### config.mk
export PLATFORM = sky130hd
export DESIGN_NAME = alu_result_drain
export DESIGN_NICKNAME = d
export VERILOG_FILES = /design/src/rtl/alu_result_drain.sv
export SDC_FILE = /design/constraint.sdc
export NUM_CORES = 1
export LEC_CHECK = 0
export CAP_MARGIN = 20
export CORE_MARGIN = 5
export CORE_UTILIZATION = 36
export CTS_CLUSTER_SIZE = 20
export DETAILED_ROUTE_END_ITERATION = 7
export PLACE_DENSITY = 0.66
export SLEW_MARGIN = 20
export SYNTH_ARGS = -nofsm -noshare
export SYNTH_HDL_FRONTEND = slang
export SYNTH_SLANG_ARGS = --single-unit
### constraint.sdc
create_clock -name clock -period 2.1 [get_ports clock]
set_input_delay 0.42 -clock clock [delete_from_list [all_inputs] [get_ports clock]]
set_output_delay 0.42 -clock clock [all_outputs]
set_load 0.005 [all_outputs]
### src/rtl/alu_result_drain.sv
// ALU result drain: captures the 64-bit ALU result and opcode on start, then
// writes it onto the 32-bit datapath bus (LO/HI or Rz) under bus_grant.
module alu_result_drain #(
  parameter int DATA_W = 32
) (
  input  logic                  clock,
  input  logic                  clear,
  input  logic                  start,
  input  logic [4:0]            opcode,
  input  logic [2*DATA_W-1:0]   c,
  input  logic                  bus_grant,
  output logic [DATA_W-1:0]     bus_out,
  output logic                  bus_en,
  output logic                  lo_we,
  output logic                  hi_we,
  output logic                  rz_we,
  output logic                  busy,
  output logic                  done,
  output logic                  illegal,
  output logic                  zero_flag,
  output logic                  neg_flag
);

  typedef enum logic [2:0] {
    S_IDLE,
    S_WR_LO,
    S_WR_HI,
    S_WR_RZ,
    S_DONE
  } state_e;

  typedef enum logic [1:0] {
    K_ILLEGAL,
    K_NOP,
    K_SINGLE,
    K_DOUBLE
  } op_kind_e;

  localparam logic [4:0] OP_ADD  = 5'b00011;
  localparam logic [4:0] OP_SUB  = 5'b00100;
  localparam logic [4:0] OP_AND  = 5'b00101;
  localparam logic [4:0] OP_OR   = 5'b00110;
  localparam logic [4:0] OP_ROR  = 5'b00111;
  localparam logic [4:0] OP_ROL  = 5'b01000;
  localparam logic [4:0] OP_SHR  = 5'b01001;
  localparam logic [4:0] OP_SHRA = 5'b01010;
  localparam logic [4:0] OP_SHL  = 5'b01011;
  localparam logic [4:0] OP_XOR  = 5'b01101;
  localparam logic [4:0] OP_NOR  = 5'b01110;
  localparam logic [4:0] OP_DIV  = 5'b01111;
  localparam logic [4:0] OP_MUL  = 5'b10000;
  localparam logic [4:0] OP_NEG  = 5'b10001;
  localparam logic [4:0] OP_NOT  = 5'b10010;
  localparam logic [4:0] OP_NOP  = 5'b11010;

  function automatic op_kind_e classify(input logic [4:0] op);
    case (op)
      OP_MUL, OP_DIV: return K_DOUBLE;
      OP_NOP:         return K_NOP;
      OP_ADD, OP_SUB, OP_AND, OP_OR, OP_ROR, OP_ROL, OP_SHR, OP_SHRA,
      OP_SHL, OP_XOR, OP_NOR, OP_NEG, OP_NOT:
                      return K_SINGLE;
      default:        return K_ILLEGAL;
    endcase
  endfunction

  state_e              state_q, state_d;
  logic [2*DATA_W-1:0] z_q, z_d;
  logic [4:0]          op_q, op_d;
  logic                zero_q, zero_d;
  logic                neg_q, neg_d;
  op_kind_e            start_kind;

  assign start_kind = classify(opcode);

  // NOTE: sequential state uses non-blocking assignments only, so every flop
  // samples the pre-edge values regardless of statement order.
  always_ff @(posedge clock) begin
    if (clear) begin
      state_q <= S_IDLE;
      z_q     <= '0;
      op_q    <= '0;
      zero_q  <= 1'b0;
      neg_q   <= 1'b0;
    end else begin
      state_q <= state_d;
      z_q     <= z_d;
      op_q    <= op_d;
      zero_q  <= zero_d;
      neg_q   <= neg_d;
    end
  end

  // NOTE: every signal written here gets a default first; a path that leaves
  // one unassigned would infer a latch.
  always_comb begin
    state_d = state_q;
    z_d     = z_q;
    op_d    = op_q;
    zero_d  = zero_q;
    neg_d   = neg_q;

    unique case (state_q)
      S_IDLE: begin
        if (start) begin
          z_d  = c;
          op_d = opcode;
          unique case (start_kind)
            K_DOUBLE: begin
              zero_d  = (c == '0);
              neg_d   = c[2*DATA_W-1];
              state_d = S_WR_LO;
            end
            K_SINGLE: begin
              zero_d  = (c[DATA_W-1:0] == '0);
              neg_d   = c[DATA_W-1];
              state_d = S_WR_RZ;
            end
            default: state_d = S_DONE;  // nop and unrecognised codes keep flags
          endcase
        end
      end
      S_WR_LO: if (bus_grant) state_d = S_WR_HI;
      S_WR_HI: if (bus_grant) state_d = S_DONE;
      S_WR_RZ: if (bus_grant) state_d = S_DONE;
      S_DONE:  state_d = S_IDLE;
      default: state_d = S_IDLE;
    endcase
  end

  always_comb begin
    bus_out = '0;
    bus_en  = 1'b0;
    lo_we   = 1'b0;
    hi_we   = 1'b0;
    rz_we   = 1'b0;

    unique case (state_q)
      S_WR_LO: begin
        bus_en  = 1'b1;
        bus_out = z_q[DATA_W-1:0];
        lo_we   = bus_grant;
      end
      S_WR_HI: begin
        bus_en  = 1'b1;
        bus_out = z_q[2*DATA_W-1:DATA_W];
        hi_we   = bus_grant;
      end
      S_WR_RZ: begin
        bus_en  = 1'b1;
        bus_out = z_q[DATA_W-1:0];
        rz_we   = bus_grant;
      end
      default: ;
    endcase
  end

  // Status outputs decode registered state only; OP still holds the captured
  // code while in DONE, so the illegal pulse lines up with done.
  assign busy      = (state_q != S_IDLE);
  assign done      = (state_q == S_DONE);
  assign illegal   = (state_q == S_DONE) && (classify(op_q) == K_ILLEGAL);
  assign zero_flag = zero_q;
  assign neg_flag  = neg_q;

endmodule

## After elaboration in Yosys (flattened, before gate mapping)

Memory sizes are Yosys's and may differ from the RTL's. A register that Yosys moved wholly into a read port is not among the register bits.
Cells that the tools add are included.

- Register bits after elaboration: 74
- ROM bits: 128
- Input port bits: 73
- Output and inout port bits: 41
- Memories kept: 2

Memory list:

| memory | words | width | rd ports | clocked after memory_dff | wr ports | RTL line | RTL |
|---|---|---|---|---|---|---|---|
| (no name shown) | 32 | 2 | 1 | 1 | 0 | 57 | `case (op)` |
| (no name shown) | 32 | 2 | 1 | 0 | 0 | 57 |  |

- Equality and inequality tests: 9
- Muxes and demuxes: 14
- Reduce and logical (&&, ||, !) cells: 13

Operators by type and width:

| operator | number |
|---|---|
| 64-bit zero test | 1 |
| 32-bit one-hot mux with 2 select lines | 1 |
| 32-bit zero test | 1 |
| 5-bit two-way mux | 2 |
| 3-bit two-way mux | 3 |
| 3-bit one-hot mux with 3 select lines | 1 |
| 3-bit by 2-bit equality test with 1-bit output, second input constant | 2 |
| 3-bit one-hot mux with 2 select lines | 1 |
| 3-bit AND reduction | 2 |
| 2-bit equality test, second input constant | 2 |
| 1-bit two-way mux | 4 |
| 2-bit inequality test, second input constant | 2 |
| 1-bit one-hot mux with 2 select lines | 2 |
| 2-bit OR reduction | 2 |
| 3-bit by 1-bit equality test with 1-bit output, second input constant | 1 |
| 3-bit equality test, second input constant | 1 |
| 3-bit zero test | 1 |
| 3-bit nonzero test | 1 |
| 3-bit OR reduction | 1 |
| 2-bit zero test | 1 |
| 2-bit by 1-bit inequality test with 1-bit output, second input constant | 1 |
| 2-bit AND reduction | 1 |
| 2-bit nonzero test | 1 |
| 1-bit logical AND | 1 |

## Logic depth before layout (Yosys ltp)

An unclocked memory read counts as a cell.

- Word-level depth: 5
- Gate-level depth with buffers: 7
- Depth with buffers taken out: 5

## Worst setup path after synthesis

Ideal clock, no wire load.

- Kind: reg-to-output
- Start point: reg state_q[1]
- End point: out bus_out[0]
- Arrival: 1.572 ns
- Setup slack: 0.108 ns
- Cell stages (with the launch flop): 5
- Buffers on the path: 2
- Path through: dfxtp_1 -> clkbuf_1 -> nor3b_1 -> clkbuf_1 -> a22o_1

- Longest elaborated chain between the ends: 3
- Elaborated cells on any way between the ends: 5
- Those cells by class: eq/ne: 3; mux: 1; reduce/logical: 1

Ends and longest elaborated chain:

| element | RTL line | RTL |
|---|---|---|
| start: declaration | 67 | `state_e state_q, state_d;` |
| start signal: assignment | 86 | `state_q <= state_d;` |
| 3-bit by 2-bit equality test with 1-bit output or 3-bit by 1-bit equality test with 1-bit output (tied branches) | 138 | `unique case (state_q)` |
| 2-bit OR reduction (no source line) | -- |  |
| 32-bit one-hot mux with 2 select lines (*) | 138 |  |
| end: declaration | 12 | `output logic [DATA_W-1:0] bus_out,` |

Mark *: on every way between the ends. The rest lies on a longest branch, timed or not.

## Worst setup path in the final report

- Start point: reg state_q[2]
- End point: out bus_out[22]

The elaborated chain is that of the path after synthesis.

==> reports/metrics.yaml <==
grt_usage: 0.1877
tightest_slew_ns: 0.4317
power.density_nw_per_um2: 701.8
drive_gt1_frac: 0.1243
crit_required_ns: 1.68
pre_cts_ws_ns: -0.3137
seq_power_share: 0.458
rows: 35
overflow: 0
fin_crit_ns: 2.280
crit_path_end: "bus_out[22]"
peakVddDrop_v: 0.0003538
pwr-share-comb: 0.229
drt-initial-drc-count: 169
synth.distinct_cells: 37
leakage_uw: 0.001996
drc: 0
r2r_start: "state_q[0]"
synthCells: 427
path_max_fanout: 26
io_buffer_count: 113
hold_viol: 0
cts_tree: "yes"
grt_start_max_net_pins: 40
hpwl_um: 7677
ys.flop_type: "dfxtp_1"
synth.cell_area_um2: 3347
fin_nets: 632
routed_wl_um: 10520
criticalPathCategory: "flip-flop to output port"
dr.pass1.iters: 4
reg2reg_depth: 7
grt_pass1_wl_um: 17050
clock-sinks: 76
chipWidth_um: 106.4
postSynthAreaPerCell_um2: 7.838
critPathLaunchType: "flip-flop"
final_util: 0.5542
r2r_slack_ns: 0.12
design_area_um2: 5072
fin_crit_sh: 1.086
dieArea_um2: 11330
io_pins: 114
hold_path.class: "flip-flop to flip-flop"
p_clk_frac: 0.313
synth_seq_cells: 76
synth-edff-count: 0
slew-limit-headroom: 0.7095
antenna_found_initial: 0
power_switching_uw: 1000
die_h_um: 106.4
layoutNonFillerInstCount: 674
cts_made_buffers: 9
p_int_uw: 2559
n_antenna_cell: 0
grt_setup_unrepaired: "true"
vias: 3479
cts_root_buffer: "clkbuf_8"
cts_buffer_depth: 2
yosysWarnings: 0
cp-end-kind: "output port"
final-setup-viol-count: 21
setup.worst_path.start: "state_q[2]"
crit_arrival_ns: 1.86
violations: "setup timing"
syn_to_final_growth_pct: 51.55
holdBufCountCts: 0
routed_via_density: 5.162
max_freq_ghz: 0.4387
grt_pass1_vias: 3493
cts.clk_slew.worst_paths_ns: 0.08
wire_per_inst_um: 15.61
finalClockSkew_ns: 0.008392
initial_core_util: 0.3657
postRouteAntennaNets: 0
clock_latency_ns: 0.34
setup_slack_ns: -0.1797
slew_violations: 0
h-tree-depth: 3
dpl.cell_count: 654
status: "finished, violations left"
total_power_uw: 3560
synth_async_sr_flop_share: 0
cap_violations: 0
placedInstanceArea_um2: 4792
gp_congestion: 0.9318
syn_nets: 500
core_um2: 9153
seq_area_frac_synth: 0.4546
swShare: 0.2810
==> how the worst min path moves through the flow <==
| stage | start | depth (start not counted) | endpoint |
|---|---|---|---|
| 2_1_floorplan | z_q[0] | 2 | z_q[0] |
| 3_3_place_gp | z_q[17] | 2 | z_q[17] |
| 3_5_place_dp | z_q[60] | 2 | z_q[60] |
| 4_1_cts | z_q[60] | 2 | z_q[60] |
| 5_1_grt | z_q[16] | 2 | z_q[16] |
| 6_report | z_q[34] | 2 | z_q[34] |
==> registers in the layout, summed over array words and instances, names as in the netlist, named ones only <==
register	flops
neg_flag	1
op_q	5
state_q	3
z_q	64
zero_flag	1
==> cell families (layout without fill, tap and decap cells) <==
group,Yosys count,after routing,synth area share
AO/OA/AOI/OAI,113,113,0.2161
XOR/XNOR,1,1,0.002617
buffers and inverters,36,172,0.04112
flip-flops,76,76,0.4546
multiplexers,6,6,0.01832
AND/OR/NAND/NOR,195,195,0.2673
==> cells in the mapped netlist, types with 4 or more instances <==
| master | count | area share |
|---|---|---|
| nor4_1 | 16 | 0.030 |
| a21oi_1 | 69 | 0.10 |
| nor3b_1 | 4 | 0.0090 |
| a22o_1 | 32 | 0.084 |
| nand3b_1 | 4 | 0.0090 |
| nor2_1 | 5 | 0.0056 |
| nand4_1 | 4 | 0.0075 |
| nand2_1 | 137 | 0.15 |
| mux2i_1 | 5 | 0.015 |
| dfxtp_1 | 76 | 0.45 |
| nand2b_1 | 7 | 0.013 |
| clkbuf_1 | 32 | 0.036 |
==> worst max-delay path, cell delays in order, from the launching register on <==
cell and delay (ns):
dfxtp_4 0.36, buf_4 0.14, nor2b_4 0.14, buf_12 0.19, a22o_1 0.17, clkdlybuf4s50_1 0.51
==> through the flow <==
stage,setup TNS [ns],hold WS [ns]
after global routing,-4.830,0.4768
after detailed placement,-7.581,0.4466
final,-3.068,0.4558
after global placement,-5.450,0.4419
after floorplan,0,0.4360
after CTS,-3.676,0.4572
==> metal layers <==
layer / wire length, µm / track usage / share of wire
met5: 0 / 0 / 0
met4: 137 / 0.06393 / 0.013
met3: 556 / 0.03704 / 0.053
met2: 5204 / 0.3190 / 0.49
met1: 4622 / 0.2375 / 0.44
==> power by group through the flow <==
stage               clock network (µW)  logic [µW]  registers [µW]
floorplan                            0         393            1640
detailed placement                   0         787            1670
global route                      1200         897            1650
finish                            1110         813            1630
CTS                               1150         814            1630
global placement                     0         775            1660
==> what timing repair did <==
item | 4_1_cts | 5_1_grt
setup buffers | 4 | 0
cloned | 1 | 0
pin swaps | 4 | 4
gates resized for setup | 25 | 6
endpoints found under the setup margin | 37 | 25
==> layout make-up <==
class	count	area, µm²
multi-input combinational	315	1719
sequential	76	1528
inverter	2	7.507
clock buffer	10	137.6
clock inverter	5	61.31
tap	111	138.9
timing repair buffer	155	1480
fill	850	4080
==> layout by cell type, fill, tap and decap left out, drive strengths merged, types with 2 or more instances in the layout <==
cell type      count
nor2               5
clkinvlp           3
dlygate4sd2       15
mux2i              5
nand2b             7
nor3               3
o31ai              2
nand3              3
a211oi             2
a21oi             69
dfxtp             76
a22o              32
nand4              4
nor4              16
nand2            137
o21ai              2
or3                3
clkbuf            10
nor3b              4
dlymetal6s2s       2
inv                3
nand3b             4
buf               43
and2               2
clkdlybuf4s50     94
Note: power is estimated with default switching activity, not from simulation.
